`src/rtl/ws2812_frame_sched_if.sv`:
```
// Pixel-word valid/ready handshake between the frame scheduler (master)
// and the WS2812B bit serializer (slave).
interface ws2812_frame_sched_if;
  logic [23:0] pixelData;
  logic        pixelValid;
  logic        pixelReady;

  modport master (output pixelData, output pixelValid, input pixelReady);
  modport slave  (input pixelData, input pixelValid, output pixelReady);
endinterface

```
`src/rtl/ws2812_frame_sched.sv`:
```
// WS2812B frame scheduler: snapshots a frame, streams it one GRB word at a time,
// then holds off for the latch gap. Define WS2812_BRIGHT_EN for per-channel attenuation.
//
// state | meaning
// IDLE  | waiting for tenHzIn or a pending request
// SEND  | streaming shadow pixels over the valid/ready handshake
// LATCH | counting down the WS2812B reset gap after the last pixel
module ws2812_frame_sched #(
  parameter int NUM_LEDS     = 4,
  parameter int LATCH_CYCLES = 6000
) (
  input  logic                      clk,
  input  logic                      reset,
  ws2812_frame_sched_if.master      pix,
  input  logic [24*NUM_LEDS-1:0]    frameIn,
  input  logic                      tenHzIn,
`ifdef WS2812_BRIGHT_EN
  input  logic [2:0]                brightShift,
`endif
  output logic                      busy,
  output logic                      frameDone,
  output logic                      overrun
);

  localparam int IDX_W = (NUM_LEDS > 1) ? $clog2(NUM_LEDS) : 1;
  localparam int CNT_W = (LATCH_CYCLES > 1) ? $clog2(LATCH_CYCLES) : 1;
  localparam logic [IDX_W-1:0] LAST_IDX = IDX_W'(NUM_LEDS - 1);

  typedef enum logic [1:0] {IDLE, SEND, LATCH} stateT;

  stateT                   state, stateNext;
  logic [24*NUM_LEDS-1:0]  shadow, shadowNext;
  logic [IDX_W-1:0]        index, indexNext, nextIdx;
  logic [CNT_W-1:0]        counter, counterNext;
  logic                    pending, pendingNext;
  logic [23:0]             dataNext, firstWord, followWord;
  logic                    validNext, doneNext, overrunNext, accept;

  function automatic logic [23:0] pixelAt(input logic [24*NUM_LEDS-1:0] frame, input int idx);
    logic [24*NUM_LEDS-1:0] shifted;
    shifted = frame << (24 * idx);
    return shifted[24*NUM_LEDS-1 -: 24];
  endfunction

  assign accept  = pix.pixelValid && pix.pixelReady;
  assign nextIdx = (index == LAST_IDX) ? index : index + IDX_W'(1);
  assign busy    = (state != IDLE);

`ifdef WS2812_BRIGHT_EN
  logic [2:0] shiftReg, shiftNext;

  function automatic logic [23:0] attenuate(input logic [23:0] w, input logic [2:0] s);
    return {w[23:16] >> s, w[15:8] >> s, w[7:0] >> s};
  endfunction

  // First word uses the live shift; the rest use the value captured with the frame.
  assign firstWord  = attenuate(frameIn[24*NUM_LEDS-1 -: 24], brightShift);
  assign followWord = attenuate(pixelAt(shadow, int'(nextIdx)), shiftReg);
`else
  assign firstWord  = frameIn[24*NUM_LEDS-1 -: 24];
  assign followWord = pixelAt(shadow, int'(nextIdx));
`endif

  always_comb begin
    stateNext   = state;
    shadowNext  = shadow;
    indexNext   = index;
    counterNext = counter;
    pendingNext = pending;
    dataNext    = pix.pixelData;
    validNext   = pix.pixelValid;
    doneNext    = 1'b0;
    overrunNext = 1'b0;
`ifdef WS2812_BRIGHT_EN
    shiftNext   = shiftReg;
`endif
    case (state)
      IDLE: begin
        if (tenHzIn || pending) begin
          shadowNext  = frameIn;
          indexNext   = '0;
          pendingNext = 1'b0;
          dataNext    = firstWord;
          validNext   = 1'b1;
          stateNext   = SEND;
`ifdef WS2812_BRIGHT_EN
          shiftNext   = brightShift;
`endif
        end
      end
      SEND: begin
        if (accept) begin
          if (index == LAST_IDX) begin
            validNext   = 1'b0;
            counterNext = CNT_W'(LATCH_CYCLES - 1);
            stateNext   = LATCH;
          end else begin
            indexNext = nextIdx;
            dataNext  = followWord;
          end
        end
      end
      LATCH: begin
        // Leaving on the 1->0 step puts frameDone exactly LATCH_CYCLES after the last accept.
        if (counter <= CNT_W'(1)) begin
          counterNext = '0;
          doneNext    = 1'b1;
          stateNext   = IDLE;
        end else begin
          counterNext = counter - CNT_W'(1);
        end
      end
      default: stateNext = IDLE;
    endcase
    if (state != IDLE && tenHzIn) begin
      if (pending) overrunNext = 1'b1;
      else         pendingNext = 1'b1;
    end
  end

  always_ff @(posedge clk) begin
    if (reset) begin
      state          <= IDLE;
      shadow         <= '0;
      index          <= '0;
      counter        <= '0;
      pending        <= 1'b0;
      pix.pixelData  <= '0;
      pix.pixelValid <= 1'b0;
      frameDone      <= 1'b0;
      overrun        <= 1'b0;
`ifdef WS2812_BRIGHT_EN
      shiftReg       <= '0;
`endif
    end else begin
      state          <= stateNext;
      shadow         <= shadowNext;
      index          <= indexNext;
      counter        <= counterNext;
      pending        <= pendingNext;
      pix.pixelData  <= dataNext;
      pix.pixelValid <= validNext;
      frameDone      <= doneNext;
      overrun        <= overrunNext;
`ifdef WS2812_BRIGHT_EN
      shiftReg       <= shiftNext;
`endif
    end
  end

endmodule

```
`src/flat_wrapper.sv`:
```
// flat-port wrapper written by rule: the top's interface ports become plain ports
module ws2812_frame_sched_flat 
#(
  parameter int NUM_LEDS     = 4,
  parameter int LATCH_CYCLES = 6000
)
  (clk, reset, frameIn, tenHzIn, busy, frameDone, overrun, pix_pixelData, pix_pixelValid, pix_pixelReady);
  ws2812_frame_sched_if pix_i ();
  input  logic clk;
  input  logic reset;
  input  logic [24*NUM_LEDS-1:0] frameIn;
  input  logic tenHzIn;
  output logic busy;
  output logic frameDone;
  output logic overrun;
  output wire logic [$bits(pix_i.pixelData)-1:0] pix_pixelData;
  output wire logic [$bits(pix_i.pixelValid)-1:0] pix_pixelValid;
  input wire logic [$bits(pix_i.pixelReady)-1:0] pix_pixelReady;
  assign pix_pixelData = pix_i.pixelData;
  assign pix_pixelValid = pix_i.pixelValid;
  assign pix_i.pixelReady = pix_pixelReady;
  ws2812_frame_sched #(.NUM_LEDS(NUM_LEDS), .LATCH_CYCLES(LATCH_CYCLES)) u_core (.clk(clk), .reset(reset), .pix(pix_i), .frameIn(frameIn), .tenHzIn(tenHzIn), .busy(busy), .frameDone(frameDone), .overrun(overrun));
endmodule
```
`config.mk`:
```
export PLATFORM = sky130hd
export DESIGN_NAME = ws2812_frame_sched_flat
export DESIGN_NICKNAME = d
export VERILOG_FILES = /design/src/rtl/ws2812_frame_sched_if.sv /design/src/rtl/ws2812_frame_sched.sv /design/src/flat_wrapper.sv
export SDC_FILE = /design/constraint.sdc
export NUM_CORES = 1
export LEC_CHECK = 0
export ABC_AREA = 1
export CORE_ASPECT_RATIO = 1.75
export CORE_MARGIN = 3
export CORE_UTILIZATION = 30
export DETAILED_ROUTE_END_ITERATION = 10
export PLACE_DENSITY = 0.56
export SLEW_MARGIN = 40
export SYNTH_ARGS = -nofsm -noshare
export SYNTH_HDL_FRONTEND = slang
export SYNTH_SLANG_ARGS = --single-unit
```
`constraint.sdc`:
```
create_clock -name clk -period 2.2 [get_ports clk]
set_clock_uncertainty 0.1 [all_clocks]
set_input_delay 0.44 -clock clk [delete_from_list [all_inputs] [get_ports clk]]
set_output_delay 0.44 -clock clk [all_outputs]
set_load 0.005 [all_outputs]
```
* Word-level counts from Yosys, hierarchy flattened
Cells that the tools add are included.
** Cells by class
- $add $sub $neg :: 2
- $mul :: 1
- Magnitude comparators :: 1
- Equality and inequality tests :: 8
- Shifts and indexed selects :: 1
- Mux-type cells :: 28
- Bitwise gates (word level) :: 2
- Reduce and logical (&&, ||, !) cells :: 14
** Operator list (number)
- 96-bit by 32-bit << shifter with 96-bit output :: 1
- 24-bit 2-to-1 mux :: 3
- 24-bit case mux with 2 select lines :: 1
- 13-bit 2-to-1 mux :: 3
- 13-bit case mux with 2 select lines :: 1
- 2-bit 2-to-1 mux :: 8
- 13-bit by 1-bit less-or-equal comparator with 1-bit output (second input constant) :: 1
- 13-bit by 1-bit subtractor with 13-bit output (second input constant) :: 1
- 4-bit AND reduction :: 3
- 1-bit 2-to-1 mux :: 9
- 2-bit by 1-bit inequality test with 1-bit output (second input constant) :: 4
- 2-bit case mux with 3 select lines :: 1
- 2-bit nonzero test :: 3
- 2-bit == test (second input constant) :: 2
- 2-bit by 2-bit multiplier with 4-bit output (first input constant) :: 1
- 2-bit case mux with 2 select lines :: 1
- 2-bit OR reduction :: 2
- 3-bit AND reduction :: 1
- 2-bit by 1-bit adder with 2-bit output (second input constant) :: 1
- 2-bit by 1-bit == test with 1-bit output (second input constant) :: 1
- 1-bit logical AND :: 2
- 2-bit zero test :: 1
- 2-bit inequality test (second input constant) :: 1
- 1-bit NOT :: 2
- 3 further kinds :: 3
** Word-level totals
- Register bits after elaboration :: 141
- Input bits :: 100
- Output and inout port bits :: 28
- Logic and storage cells :: 66

* Logic depth before layout (Yosys ltp)
Gate-level depths: netlist of the first run.
- Word-level depth :: 7
- Mapped depth :: 14
- Depth with buffers taken out :: 11

* Worst setup path before layout of the first run
No wires, ideal clock.
- Path kind :: reg2reg
- Start point :: register u_core.index[1]
- End point :: register u_core.pix.pixelData[1]
- Setup time :: 0.123 ns
- Arrival :: 1.844 ns
- Required time :: 1.977 ns
- Slack :: 0.133 ns
- Stages on the path, launching flop included :: 11
- Path buffers :: 3
- Period minus slack after synthesis :: 2.067 ns
- Cells stage by stage :: dfxtp_1 inv_2 nand2_2 buf_2 ha_1 buf_2 buf_2 nor2_1 nand3_1 o2111ai_1 a21oi_1
** On the way
- Cells in the longest elaborated chain, start to end :: 7
- Elaborated cells on any way between the ends :: 10
- Classes of those cells :: 1 x add/sub; 1 x mul; 2 x eq/ne; 1 x shift; 4 x mux; 1 x reduce/logical
** RTL lines
- from (decl) :: RTL line ws2812_frame_sched.sv:33 : logic [IDX_W-1:0] index, indexNext, nextIdx;
- from (signal assigned) :: RTL line ws2812_frame_sched.sv:138 : index <= indexNext;
- 2-bit by 1-bit adder with 2-bit output / 2-bit == test (equally long branches) :: RTL line ws2812_frame_sched.sv:46, ws2812_frame_sched.sv:93
- 2-bit 2-to-1 mux :: RTL line ws2812_frame_sched.sv:46 : assign nextIdx = (index == LAST_IDX) ? index : index + IDX_W'(1);
- 2-bit by 2-bit multiplier with 4-bit output :: RTL line ws2812_frame_sched.sv:41 : shifted = frame << (24 * idx);
- 96-bit by 32-bit << shifter with 96-bit output :: RTL line ws2812_frame_sched.sv:41
- 24-bit 2-to-1 mux :: RTL line ws2812_frame_sched.sv:93 : if (index == LAST_IDX) begin
- 24-bit 2-to-1 mux :: RTL line ws2812_frame_sched.sv:92 : if (accept) begin
- 24-bit case mux with 2 select lines :: RTL line ws2812_frame_sched.sv:77 : case (state)
- to (signal assigned) :: RTL line ws2812_frame_sched.sv:141 : pix.pixelData <= dataNext;
- to (decl) :: RTL line ws2812_frame_sched_if.sv:8 : modport master (output pixelData, output pixelValid, input pixelReady);
Several ways; a longest one is shown, not always the timed one. The select of a mux whose other input is x is not followed.
A chain may end at the register's enable or synchronous reset.

* Worst setup path after layout of the first run
- Start point :: register u_core.index[0]
- End point :: register u_core.pix.pixelData[3]
Same word-level chain as after synthesis.

==> summary.md, run 1 <==
| Metric | Value |
|---|---|
| Slew of the pin with the lowest slew margin | 0.471 ns |
| Fillers | 2,171 |
| Num CTS Buffers | 17 |
| Initial core utilization | 30.9% |
| Final ANT Viol Nets | 0 |
| Setup crit end kind | flip-flop |
| Family with the most delay on the worst path | simple AND/OR/NAND/NOR gates |
| Synth Register Bits | 133 |
| Cell area after synthesis | 6310 um2 |
| Headroom to the max-slew limit | 68.5% |
| Reg area | 2660 um2 |
| Final Slew Violations | 0 |
| Top cells by area, synth | dfxtp_1 42%, nor2_1 10%, o21ai_0 9.3% |
| Crit Path Max Fanout | 36 |
| Clock transition at path regs | 0.06 ns |
| P&R area growth vs syn | 33.5% |
| Share of the synthesized area in the top cell type | 42.2% |
| Sequential fraction of the synthesis area | 42.2% |
| Layout cells sized above 1 | 7.21% |
| Hold Crit Depth | 2 |
| Dpl cells | 1,257 |
| Slowest cell on crit path | nor2_1 |
| H-tree lvl count | 4 |
| CTS Hold Bufs | 0 |
| Die H | 198 um |
| Worst-path cell chain | inv_1 -> nand2_1 -> ha_1 -> buf_12 -> nor2_1 -> nand3_1 -> o2111ai_1 -> a21oi_1 |
| Final Hold Fails | 0 |
| Syn Nets | 1,027 |
| CP Depth | 8 |
| Req. time, crit path | 2.40 ns |
| Comb power frac | 52.9% |
| Worst path max stage delay | 0.39 ns |
| Number of gates resized after cts | 2 |
| HP Class | flip-flop to flip-flop |
| Sw power | 6.34 mW |
| Multi-input logic area | 3130 um2 |
| Routed WL | 21,500 um |
| Period utilization | 91.4% |
| Largest net degree at the start of global routing | 77 |
| Drt wl/cell | 16.7 um |
| Final setup viols | 0 |
| Cell accounting for the most synthesized area | dfxtp_1 |
| Number of buffers added on ports | 127 |
| Synth unique cells | 31 |
| Power Density | 1660 nW/um2 |
| CTS tree | yes |
| Sw Ratio | 45.2% |
| RSZ-0062 raised after global routing | false |
| Setup bufs post-CTS | 0 |
| Crit path DAT | 2.21 ns |
| Std cell rows | 69 |
| Internal Power | 7.69 mW |
| Leakage | 3.42 nW |
| Vias per Instance | 4.95 |
| Vias | 6,379 |
| Mapped Cells | 921 |
| Gr usage total | 18.9% |
| Period minus WS final | 2.01 ns |
| Root Buffer | clkbuf_16 |
| Synth Area per Inst | 6.86 um2 |
| Worst skew pair latency | 0.42 ns |
| Status | finished, final reports clean |
| GP Congestion | 0.899 |
| VDD IR max | 0.000625 V |
| Fmax | 497 MHz |
| DR iter-0 viols | 437 |
| CP bufs+invs | 2 |
| N_diodes | 0 |
| Die Footprint | 22,900 um2 |
| IO Count | 128 |
| DR pass1 iterations | 5 |
| Setup CP Type | flip-flop to flip-flop |
| Max-cap violations | 0 |
| Total gr overflow | 0 |
| Depth of the most critical reg-to-reg path | 8 |
| Clk sinks | 133 |
| CP Launch Type | flip-flop |
| DRC | 0 |
| Core ar. | 20,500 um2 |
| Setup tns final | 0 ns |
| Final #Nets | 1,134 |
| Clk network pwr share | 19.7% |
| Die width | 116 um |
| First-pass GRT wire length | 33,200 um |
| Seq pwr share | 27.4% |
| CTS Buffer Depth | 2 |
| Post-DP HPWL | 16,000 um |
| Antenna violations before repair | 0 |
| Yosys warning count | 0 |
| Vias in the first global route | 6,201 |
| Layout Cells excl Fill | 1,288 |
==> tightest hold or removal path, cell delays in order, from the launching register on <==
cell	delay [ns]
dfxtp_1	0.32
nand2_1	0.06
nor3_1	0.04
==> sequential cells by signal, summed over array words and instances, names as in the netlist <==
| signal | cells |
|---|---|
| u_core.pix.pixelValid | 1 |
| u_core.counter | 13 |
| u_core.pix.pixelData | 24 |
| u_core.shadow | 88 |
| u_core.frameDone | 1 |
| u_core.state | 2 |
| u_core.index | 2 |
| u_core.pending | 1 |
| u_core.overrun | 1 |
==> power by group through the flow <==
| stage | clock, mW | sequential, mW | combinational [mW] |
|---|---|---|---|
| 6_report | 2.76 | 3.85 | 7.42 |
| 5_1_grt | 2.91 | 3.93 | 8.34 |
| 4_1_cts | 2.81 | 3.84 | 7.46 |
| 3_5_place_dp | 0 | 3.88 | 7.42 |
| 3_3_place_gp | 0 | 3.89 | 7.35 |
| 2_1_floorplan | 0 | 3.67 | 4.97 |
==> Yosys cell counts <==
| library cell | n |
|---|---|
| a31oi_1 | 6 |
| o21ai_1 | 16 |
| xor2_1 | 1 |
| buf_6 | 2 |
| o2111ai_1 | 9 |
| o21ai_0 | 117 |
| a21oi_1 | 93 |
| nand2_2 | 1 |
| buf_2 | 26 |
| o21bai_1 | 1 |
| clkbuf_2 | 1 |
| o211ai_1 | 22 |
| nor2_4 | 4 |
| buf_1 | 2 |
| clkinv_2 | 1 |
| nand3_2 | 3 |
| nor2_2 | 1 |
| or2_2 | 2 |
| nor3_1 | 6 |
| nand4_1 | 7 |
| nand2_1 | 155 |
| nand3_1 | 41 |
| nor2_1 | 170 |
| inv_2 | 4 |
| a211oi_2 | 1 |
| clkbuf_1 | 31 |
| o21ai_2 | 1 |
| ha_1 | 6 |
| dfxtp_1 | 133 |
| buf_4 | 2 |
| inv_1 | 56 |
==> cell usage in the layout, fill, tap and decap left out, drive strengths merged <==
master | synthesis | routed
a211oi | 1 | 1
a21oi | 93 | 93
a31oi | 6 | 6
buf | 32 | 25
bufinv | 0 | 2
clkbuf | 32 | 18
clkdlybuf4s50 | 0 | 126
clkinv | 1 | 6
clkinvlp | 0 | 7
dfxtp | 133 | 133
dlygate4sd2 | 0 | 1
ha | 6 | 6
inv | 60 | 59
nand2 | 156 | 156
nand3 | 44 | 44
nand4 | 7 | 7
nor2 | 175 | 175
nor3 | 6 | 6
o2111ai | 9 | 9
o211ai | 22 | 22
o21ai | 134 | 134
o21bai | 1 | 1
or2 | 2 | 2
xor2 | 1 | 1
==> stage by stage <==
step / utilization, % / hold slack (ns) / worst slack (ns) / cell area (um2) / total power [mW]
2_1_floorplan: - / 0.324 / 0.133 / 6310 / 8.63
3_3_place_gp: 38.4 / 0.340 / 0.132 / 7860 / 11.2
3_5_place_dp: 38.4 / 0.345 / 0.132 / 7860 / 11.3
4_1_cts: 41.2 / 0.351 / 0.177 / 8430 / 14.1
5_1_grt: 41.2 / 0.373 / 0.00716 / 8430 / 15.2
6_report: 41.2 / 0.346 / 0.188 / 8430 / 14.0
==> worst paths after layout <==
kind                                                end       startpoint  slack (ns)
worst min register to register           u_core.overrun   u_core.pending        0.35
worst max-delay path            u_core.pix.pixelData[3]  u_core.index[0]        0.19
worst max register to register  u_core.pix.pixelData[3]  u_core.index[0]        0.19
worst min-delay path                     u_core.overrun   u_core.pending        0.35
==> layout make-up <==
class                           count  area share [%]
Timing Repair Buffer              152            18.2
Multi-Input combinational cell    663            37.1
Inverter                           61            2.75
Clock inverter                     13            1.62
Clock buffer                       18            5.09
Tap cell                          248            3.68
Sequential cell                   133            31.6
==> metal layers <==
layer	part of all wire, %	wire length (um)	vias up	GRT usage (%)
li1	-	-	3275	-
met3	3.9	831	32	2.94
met5	0	0	-	0
met2	51	11100	166	33.7
met4	3.6	769	0	8.56
met1	41	8850	2906	21.9
==> kinds of logic (layout without fill, tap and decap cells) <==
kind of cell / after synthesis / in the layout / synth area share [%]
AOI/OAI and AO/OA: 266 / 266 / 22.8
xor gates and xnor gates: 1 / 1 / 0.139
adders and majority gates: 6 / 6 / 1.19
buffers and inverters: 125 / 244 / 8.34
DFF: 133 / 133 / 42.2
and+or+nand+nor: 390 / 390 / 25.3
(Power assumes the default switching activity.)
==> inputs of run 2 (changes only) <==
--- a/config.mk
+++ b/config.mk
@@ -6,6 +6,7 @@
 export NUM_CORES = 1
 export LEC_CHECK = 0
 export ABC_AREA = 1
+export ABC_CLOCK_PERIOD_IN_PS = 2500
 export CORE_ASPECT_RATIO = 1.75
 export CORE_MARGIN = 3
 export CORE_UTILIZATION = 30
==> constraint.sdc (replaced) <==
create_clock -name clk -period 2.5 [get_ports clk]
set_clock_uncertainty 0.1 [all_clocks]
set_input_delay 0.5 -clock clk [delete_from_list [all_inputs] [get_ports clk]]
set_output_delay 0.5 -clock clk [all_outputs]
set_load 0.005 [all_outputs]
==> summary.md, run 2 (same netlist as run 1, synthesis figures left out) <==
| Metric | Value |
|---|---|
| Status | finished, final reports clean |
| Core ar. | 20,500 um2 |
| Root Buffer | clkbuf_16 |
| Dpl cells | 1,252 |
| Worst-path cell chain | inv_1 -> ha_1 -> inv_2 -> clkdlybuf4s50_1 |
| Fillers | 2,131 |
| Clock transition at path regs | 0.06 ns |
| Final Util | 41.1% |
| Fmax | 423 MHz |
| CTS Buffer Depth | 2 |
| DR pass1 iterations | 7 |
| H-tree lvl count | 4 |
| Worst R2R Start | u_core.index[0] |
| CTS Hold Bufs | 0 |
| Reg2Reg Setup Slack | 0.37 ns |
| Headroom to the max-slew limit | 67.9% |
| Routed WL | 21,400 um |
| Setup CP Type | flip-flop to primary output |
| Die Footprint | 22,900 um2 |
| DR iter-0 viols | 424 |
| Worst skew pair latency | 0.42 ns |
| Worst path max stage delay | 0.50 ns |
| Post-Place Worst Slack | 0.281 ns |
| Setup tns final | 0 ns |
| Commonest cells after routing, fill and taps aside | 170 x nor2_1, 155 x nand2_1, 133 x dfxtp_1, 127 x clkdlybuf4s50_1, 117 x o21ai_0 |
| Clk sinks | 133 |
| Initial core utilization | 30.9% |
| Largest net degree at the start of global routing | 117 |
| Power Density | 1470 nW/um2 |
| P&R area growth vs syn | 33.3% |
| Worst R2R End | u_core.pix.pixelData[21] |
| Crit Path Max Fanout | 6 |
| CP Launch Type | flip-flop |
| Crit path DAT | 1.76 ns |
| Vias per Instance | 4.96 |
| Final worst slack | 0.137 ns |
| GP Congestion | 0.886 |
| Setup bufs post-CTS | 0 |
| Req. time, crit path | 1.90 ns |
| Die H | 198 um |
| Overall power | 12.4 mW |
| RSZ-0062 raised after global routing | false |
| Layout cells sized above 1 | 6.76% |
| CTS tree | yes |
| Hold Crit Start | u_core.pending |
| Period minus WS final | 2.36 ns |
| Hold Crit Depth | 2 |
| Vias | 6,370 |
| Commonest non-fill, non-tap cell in the layout | nor2_1 |
| Setup crit end kind | primary output |
| Vias in the first global route | 6,305 |
| IO Count | 128 |
| Post-DP HPWL | 15,800 um |
| Number of buffers added on ports | 127 |
| Die width | 116 um |
| Final #Nets | 1,129 |
| Num CTS Buffers | 17 |
| Max reg flops | 88 |
| Antenna violations before repair | 0 |
| Gr usage total | 18.7% |
| Number of gates resized after cts | 0 |
| Depth of the most critical reg-to-reg path | 9 |
| HP Class | flip-flop to flip-flop |
| Final ANT Viol Nets | 0 |
| Drt wl/cell | 16.7 um |
| Largest Register | u_core.shadow |
| Final setup viols | 0 |
| Leakage | 3.42 nW |
| DRC | 0 |
| Std cell rows | 69 |
| Final Hold Fails | 0 |
| Slowest cell on crit path | clkdlybuf4s50_1 |
| Slew of the pin with the lowest slew margin | 0.480 ns |
| Final Slew Violations | 0 |
| N_diodes | 0 |
| VDD IR max | 0.000889 V |
| First-pass GRT wire length | 33,000 um |
| Max-cap violations | 0 |
| Total gr overflow | 0 |
| Period utilization | 94.5% |
| Largest registers | u_core.shadow (88), u_core.pix.pixelData (24), u_core.counter (13) |
| Hold Path End | u_core.overrun |
| Layout Cells excl Fill | 1,283 |
[run 2: cell count changes in the layout (fill, tap and decap cells not counted), moves of 2 or more]
| cell | before | now |
|---|---|---|
| buf_12 | 6 | 3 |
| buf_4 | 19 | 17 |
| bufinv_16 | 2 | 4 |
| clkbuf_8 | 0 | 2 |
| clkinvlp_4 | 7 | 4 |
[run 2: metal layers]
layer,vias up,share of wire [%],GRT usage (%)
li1,3254,-,-
met1,2902,41,21.6
met2,168,51,33.1
met3,46,4.0,3.06
met4,0,3.9,9.12
met5,-,0,0
[run 2: critical path, delay by kind of cell, from the launching register on]
kind | cells | cell delay [ns]
DFF | 1 | 0.36
buffers and inverters | 3 | 0.69
adders and majority gates | 1 | 0.29
[run 2: how the worst max path moves through the flow]
stage / slack [ns] / depth (start not counted) / startpoint / end
after floorplan: 0.43 / 10 / u_core.index[1] / u_core.pix.pixelData[1]
after global placement: 0.31 / 7 / tenHzIn / u_core.pix.pixelData[5]
after detailed placement: 0.28 / 7 / tenHzIn / u_core.pix.pixelData[3]
after CTS: 0.12 / 4 / u_core.state[0] / busy
after global routing: 0.04 / 4 / u_core.state[0] / busy
final: 0.14 / 4 / u_core.state[0] / busy
[run 2: power breakdown]
group | internal, mW | switching, mW | total [mW]
clock network | 1.72 | 0.960 | 2.68
logic | 2.26 | 4.03 | 6.29
registers | 2.87 | 0.515 | 3.38
total | 6.85 | 5.50 | 12.4
[run 2: final cells by class]
type	count	area, um2	share of cell area [%]
Sequential cell	133	2660	31.6
Clock inverter	12	178	2.11
Timing Repair Buffer	147	1460	17.3
Clock buffer	19	453	5.38
Inverter	61	231	2.75
Multi-Input combinational cell	663	3120	37.1
Tap cell	248	310	3.69
[run 2: metrics by stage]
stage / hold WS [ns] / cell area, um2
2_1_floorplan: 0.324 / 6310
3_3_place_gp: 0.341 / 7790
3_5_place_dp: 0.341 / 7790
4_1_cts: 0.352 / 8420
5_1_grt: 0.386 / 8420
6_report: 0.349 / 8420
==> variant 1, RTL diff (config.mk and constraints of run 1) <==
Make the reset (`reset`) asynchronous in one clocked block.
--- a/src/rtl/ws2812_frame_sched.sv
+++ b/src/rtl/ws2812_frame_sched.sv
@@ -119,5 +119,5 @@
   end
 
-  always_ff @(posedge clk) begin
+  always_ff @(posedge clk or posedge reset) begin
     if (reset) begin
       state          <= IDLE;
Function: differs if reset is asserted again (counterexample within 4 cycles, from zero or initial values and one cycle with reset high); with reset held inactive, the same outputs for 4 cycles.
==> variant 1 against run 1 <==
  * Synthesized area increased by 8.0%
  * Cell area increased by 8.5%
  * Total power increased by 9.2%
  * Worst setup slack got worse by 130 ps
  * Critical path type is now reg -> out
  * Sequential cell count unchanged
  * Synthesized cell count decreased by 0.11%
  * Highest routed layer unchanged
  * Combinational power increased by 9.2%
  * Wire length increased by 5.4%
==> variant 1: results (changes against run 1) <==
* Syn Inst Count at 920 (was 921)
* Synth area leader: dfrtp_1 (was dfxtp_1)
* Pin count of the biggest net entering global routing at 74 (was 77)
* Ratio of cells with drive above 1 in the final layout at 7.183% (was 7.212%)
* Initial DRC Count at 465 (was 437)
* Placed cell count at 1,323 (was 1,257)
* Worst-margin pin slew at 494.4 ps (was 470.9 ps)
* P_int at 8.483 mW (was 7.688 mW)
* Filler Cells Inserted at 2,369 (was 2,171)
* Synth cell count leaders: nand2_1 (373), dfrtp_1 (133), o21ai_0 (86) (was nor2_1 (170), nand2_1 (155), dfxtp_1 (133))
* Synth Area in Compound Gates at 14.22% (was 22.83%)
* Final Net Count at 1,154 (was 1,134)
* Setup WS post-layout at 60.25 ps (was 188.2 ps)
* Post-synth cell types at 25 (was 31)
* Met2 wire len at 12,410 um (was 11,080 um)
* Detailed Route WL at 22,710 um (was 21,540 um)
* Status: finished, final reports clean (unchanged)
* Routing usage on met2 at 35.10% (was 33.66%)
* Dpl ws at 35.17 ps (was 132.4 ps)
* Cell Area, Placed at 8551 um2 (was 7863 um2)
* GRT Total Usage at 18.61% (was 18.88%)
* Drt via density at 4.720 (was 4.953)
* Crit path launch: u_core.state[0] (was u_core.index[0])
* Ys async rst share at 100.0% (was 0%)
* WL met3 at 863 um (was 831 um)
## variant 1: changes by cell type after synthesis, sizes merged, moves of 4 or more
cell,change
o21ai,-38
nand2,+218
nor3,-5
a21oi,-35
inv,+16
a31oi,-6
nand3,-11
clkbuf,-12
nor2,-115
o2111ai,-9
dfxtp,-133
nand4,-4
dfrtp,+133
## variant 1: cell type report
type	instances	area, um2	area share [%]
Timing Repair Buffer	161	1663	18.18
Multi-Input combinational cell	659	2952	32.27
Sequential cell	133	3328	36.39
Tap cell	296	370.4	4.049
Clock buffer	24	491.7	5.376
Clock inverter	5	50.05	0.5472
Inverter	76	291.5	3.187
## variant 1: worst paths after layout
check | end | depth (start not counted)
worst max-delay path | busy | 4
worst min-delay path | u_core.shadow[8] | 2
worst max register to register | u_core.pix.pixelData[13] | 9
worst min register to register | u_core.shadow[8] | 2
max in group asynchronous | u_core.shadow[12] | 3
min in group asynchronous | u_core.shadow[67] | 3
==> variant 2, RTL diff (flow settings as in run 1) <==
Made on the original files. `LATCH_CYCLES` is set to 6000 in 2 places; all go to 1500.
--- a/src/rtl/ws2812_frame_sched.sv
+++ b/src/rtl/ws2812_frame_sched.sv
@@ -8,5 +8,5 @@
 module ws2812_frame_sched #(
   parameter int NUM_LEDS     = 4,
-  parameter int LATCH_CYCLES = 6000
+  parameter int LATCH_CYCLES = 1500
 ) (
   input  logic                      clk,
--- a/src/flat_wrapper.sv
+++ b/src/flat_wrapper.sv
@@ -3,5 +3,5 @@
 #(
   parameter int NUM_LEDS     = 4,
-  parameter int LATCH_CYCLES = 6000
+  parameter int LATCH_CYCLES = 1500
 )
   (clk, reset, frameIn, tenHzIn, busy, frameDone, overrun, pix_pixelData, pix_pixelValid, pix_pixelReady);
Behaviour: no difference found for any inputs over 4 cycles, from zero or initial values and one cycle with reset high; that may be too few to reach the edited logic, so the function may still have changed.
==> variant 2 against run 1 <==
  * Cell area is 0.31% higher
  * Worst setup slack worse by 18 ps
  * Synthesized area is 0.91% lower
  * Sequential power grew 2%
  * Critical path type unchanged
  * Highest routed layer unchanged
  * Non-clock buffer count up 4
  * Total power fell by 7.9%
  * Sequential cell count fell by 2
  * Wire length is 2.5% higher
  * Worst hold slack improved by 11 ps
  * Critical endpoint is now u_core.pix.pixelData[12]
==> variant 2: results (changes against run 1) <==
* Fraction of area in multi-input gates at 36.39% (was 37.09%)
* Top Family by Delay on Critical Path: compound AO/OA/AOI/OAI gates (was simple AND/OR/NAND/NOR gates)
* Critical path peak fanout at 41 (was 36)
* Register area at 2625 um2 (was 2663 um2)
* Crit path arrival time at 2280 ps (was 2210 ps)
* Routing usage on met1 at 21.22% (was 21.87%)
* Post-cts sizing count at 4 (was 2)
* Clock root buffer master: clkbuf_16 (unchanged)
* Worst path slowest cell: ha_2 (was nor2_1)
* Worst-margin pin slew at 512.6 ps (was 470.9 ps)
* Seq/Total Area, Yosys at 41.92% (was 42.17%)
* First-pass GRT wire length at 33,670 um (was 33,220 um)
* Largest regs: u_core.shadow: 88 flops, u_core.pix.pixelData: 24 flops, u_core.counter: 11 flops (was u_core.shadow: 88 flops, u_core.pix.pixelData: 24 flops, u_core.counter: 13 flops)
* Hold Startpoint: u_core.shadow[24] (was u_core.pending)
* Final Net Count at 1,143 (was 1,134)
* CP max stage delay at 420 ps (was 390 ps)
* Clock buf/inv share at 7.132% (was 6.709%)
* Routed len/inst at 17.00 um (was 16.72 um)
* Buffering overhead at 18.78% (was 18.18%)
* Worst r2r src: u_core.index[1] (was u_core.index[0])
* Max IR drop VDD at 0.8439 mV (was 0.6252 mV)
* RePlAce Congestion at 0.9215 (was 0.8988)
* Status: finished, final reports clean (unchanged)
* Sink Count at 131 (was 133)
* # clk buffers at 20 (was 18)
* Pin count of the biggest net entering global routing at 53 (was 77)
* Routing usage on met2 at 36.06% (was 33.66%)
* Sum of net half-perimeters after detailed placement at 16,840 um (was 15,950 um)
* Global routing usage on met3 at 3.433% (was 2.936%)
* Filler Cells Inserted at 2,185 (was 2,171)
* Cell Area, Placed at 7849 um2 (was 7863 um2)
* GRT Total Usage at 19.67% (was 18.88%)
* Final Core Density at 41.50% (was 41.20%)
* P_leak at 3.495 nW (was 3.420 nW)
* Top-count cell post-synth: nand2_1 (was nor2_1)
* Initial DRC Count at 521 (was 437)
* Area contributors post-synth: dfxtp_1 (42%), o21ai_0 (10%), nand2_1 (10%) (was dfxtp_1 (42%), nor2_1 (10%), o21ai_0 (9.3%))
* Vias in the first global route at 6,251 (was 6,201)
==> variant 2: cell types whose count changed in the layout (fill, tap and decap cells not counted), sizes merged, moves of 6 or more <==
| cell | run 1 | this run |
|---|---|---|
| a21oi | 93 | 105 |
| o211ai | 22 | 13 |
| nand3 | 44 | 54 |
| nor2 | 175 | 165 |
| a31oi | 6 | 0 |
| inv | 59 | 66 |
| o2111ai | 9 | 0 |
| nand2 | 156 | 175 |
==> variant 2: cells by family (layout without fill, tap and decap cells) <==
family / after synthesis / in the layout / share of synthesized area (%)
simple gates: 408 / 408 / 27.22
compound gates: 249 / 249 / 20.54
flops: 131 / 131 / 41.92
buf+inv: 130 / 255 / 8.980
fa+ha+maj: 6 / 6 / 1.200
xor+xnor: 1 / 1 / 0.1400
==> variant 2: final timing paths <==
kind	slack [ps]	to	cells past startpoint
max reg2reg	170	u_core.pix.pixelData[12]	10
max	170	u_core.pix.pixelData[12]	10
min reg2reg	360	u_core.shadow[24]	2
min	360	u_core.shadow[24]	2
==> variant 2: routing by layer <==
metal	wire length (um)	vias to the layer above
met3	951	50
met1	8216	2925
li1	-	3256
met2	11890	204
met4	1012	0
met5	0	-
==> variant 2: metrics by stage <==
| step | cells | setup WS (ps) | total power [mW] |
|---|---|---|---|
| after floorplan | 925 | 105.5 | 7.627 |
| after global placement | 1266 | 54.61 | 10.03 |
| after detailed placement | 1266 | 17.37 | 10.04 |
| after CTS | 1298 | 108.7 | 12.97 |
| after global routing | 1298 | 15.08 | 13.91 |
| final | 1298 | 169.9 | 12.92 |
==> variant 2: power by group <==
group	total, mW	switching (mW)	internal (mW)
Clock	2.89	1.08	1.81
Sequential	3.91	0.628	3.29
Combinational	6.11	3.73	2.39
Total	12.9	5.44	7.49
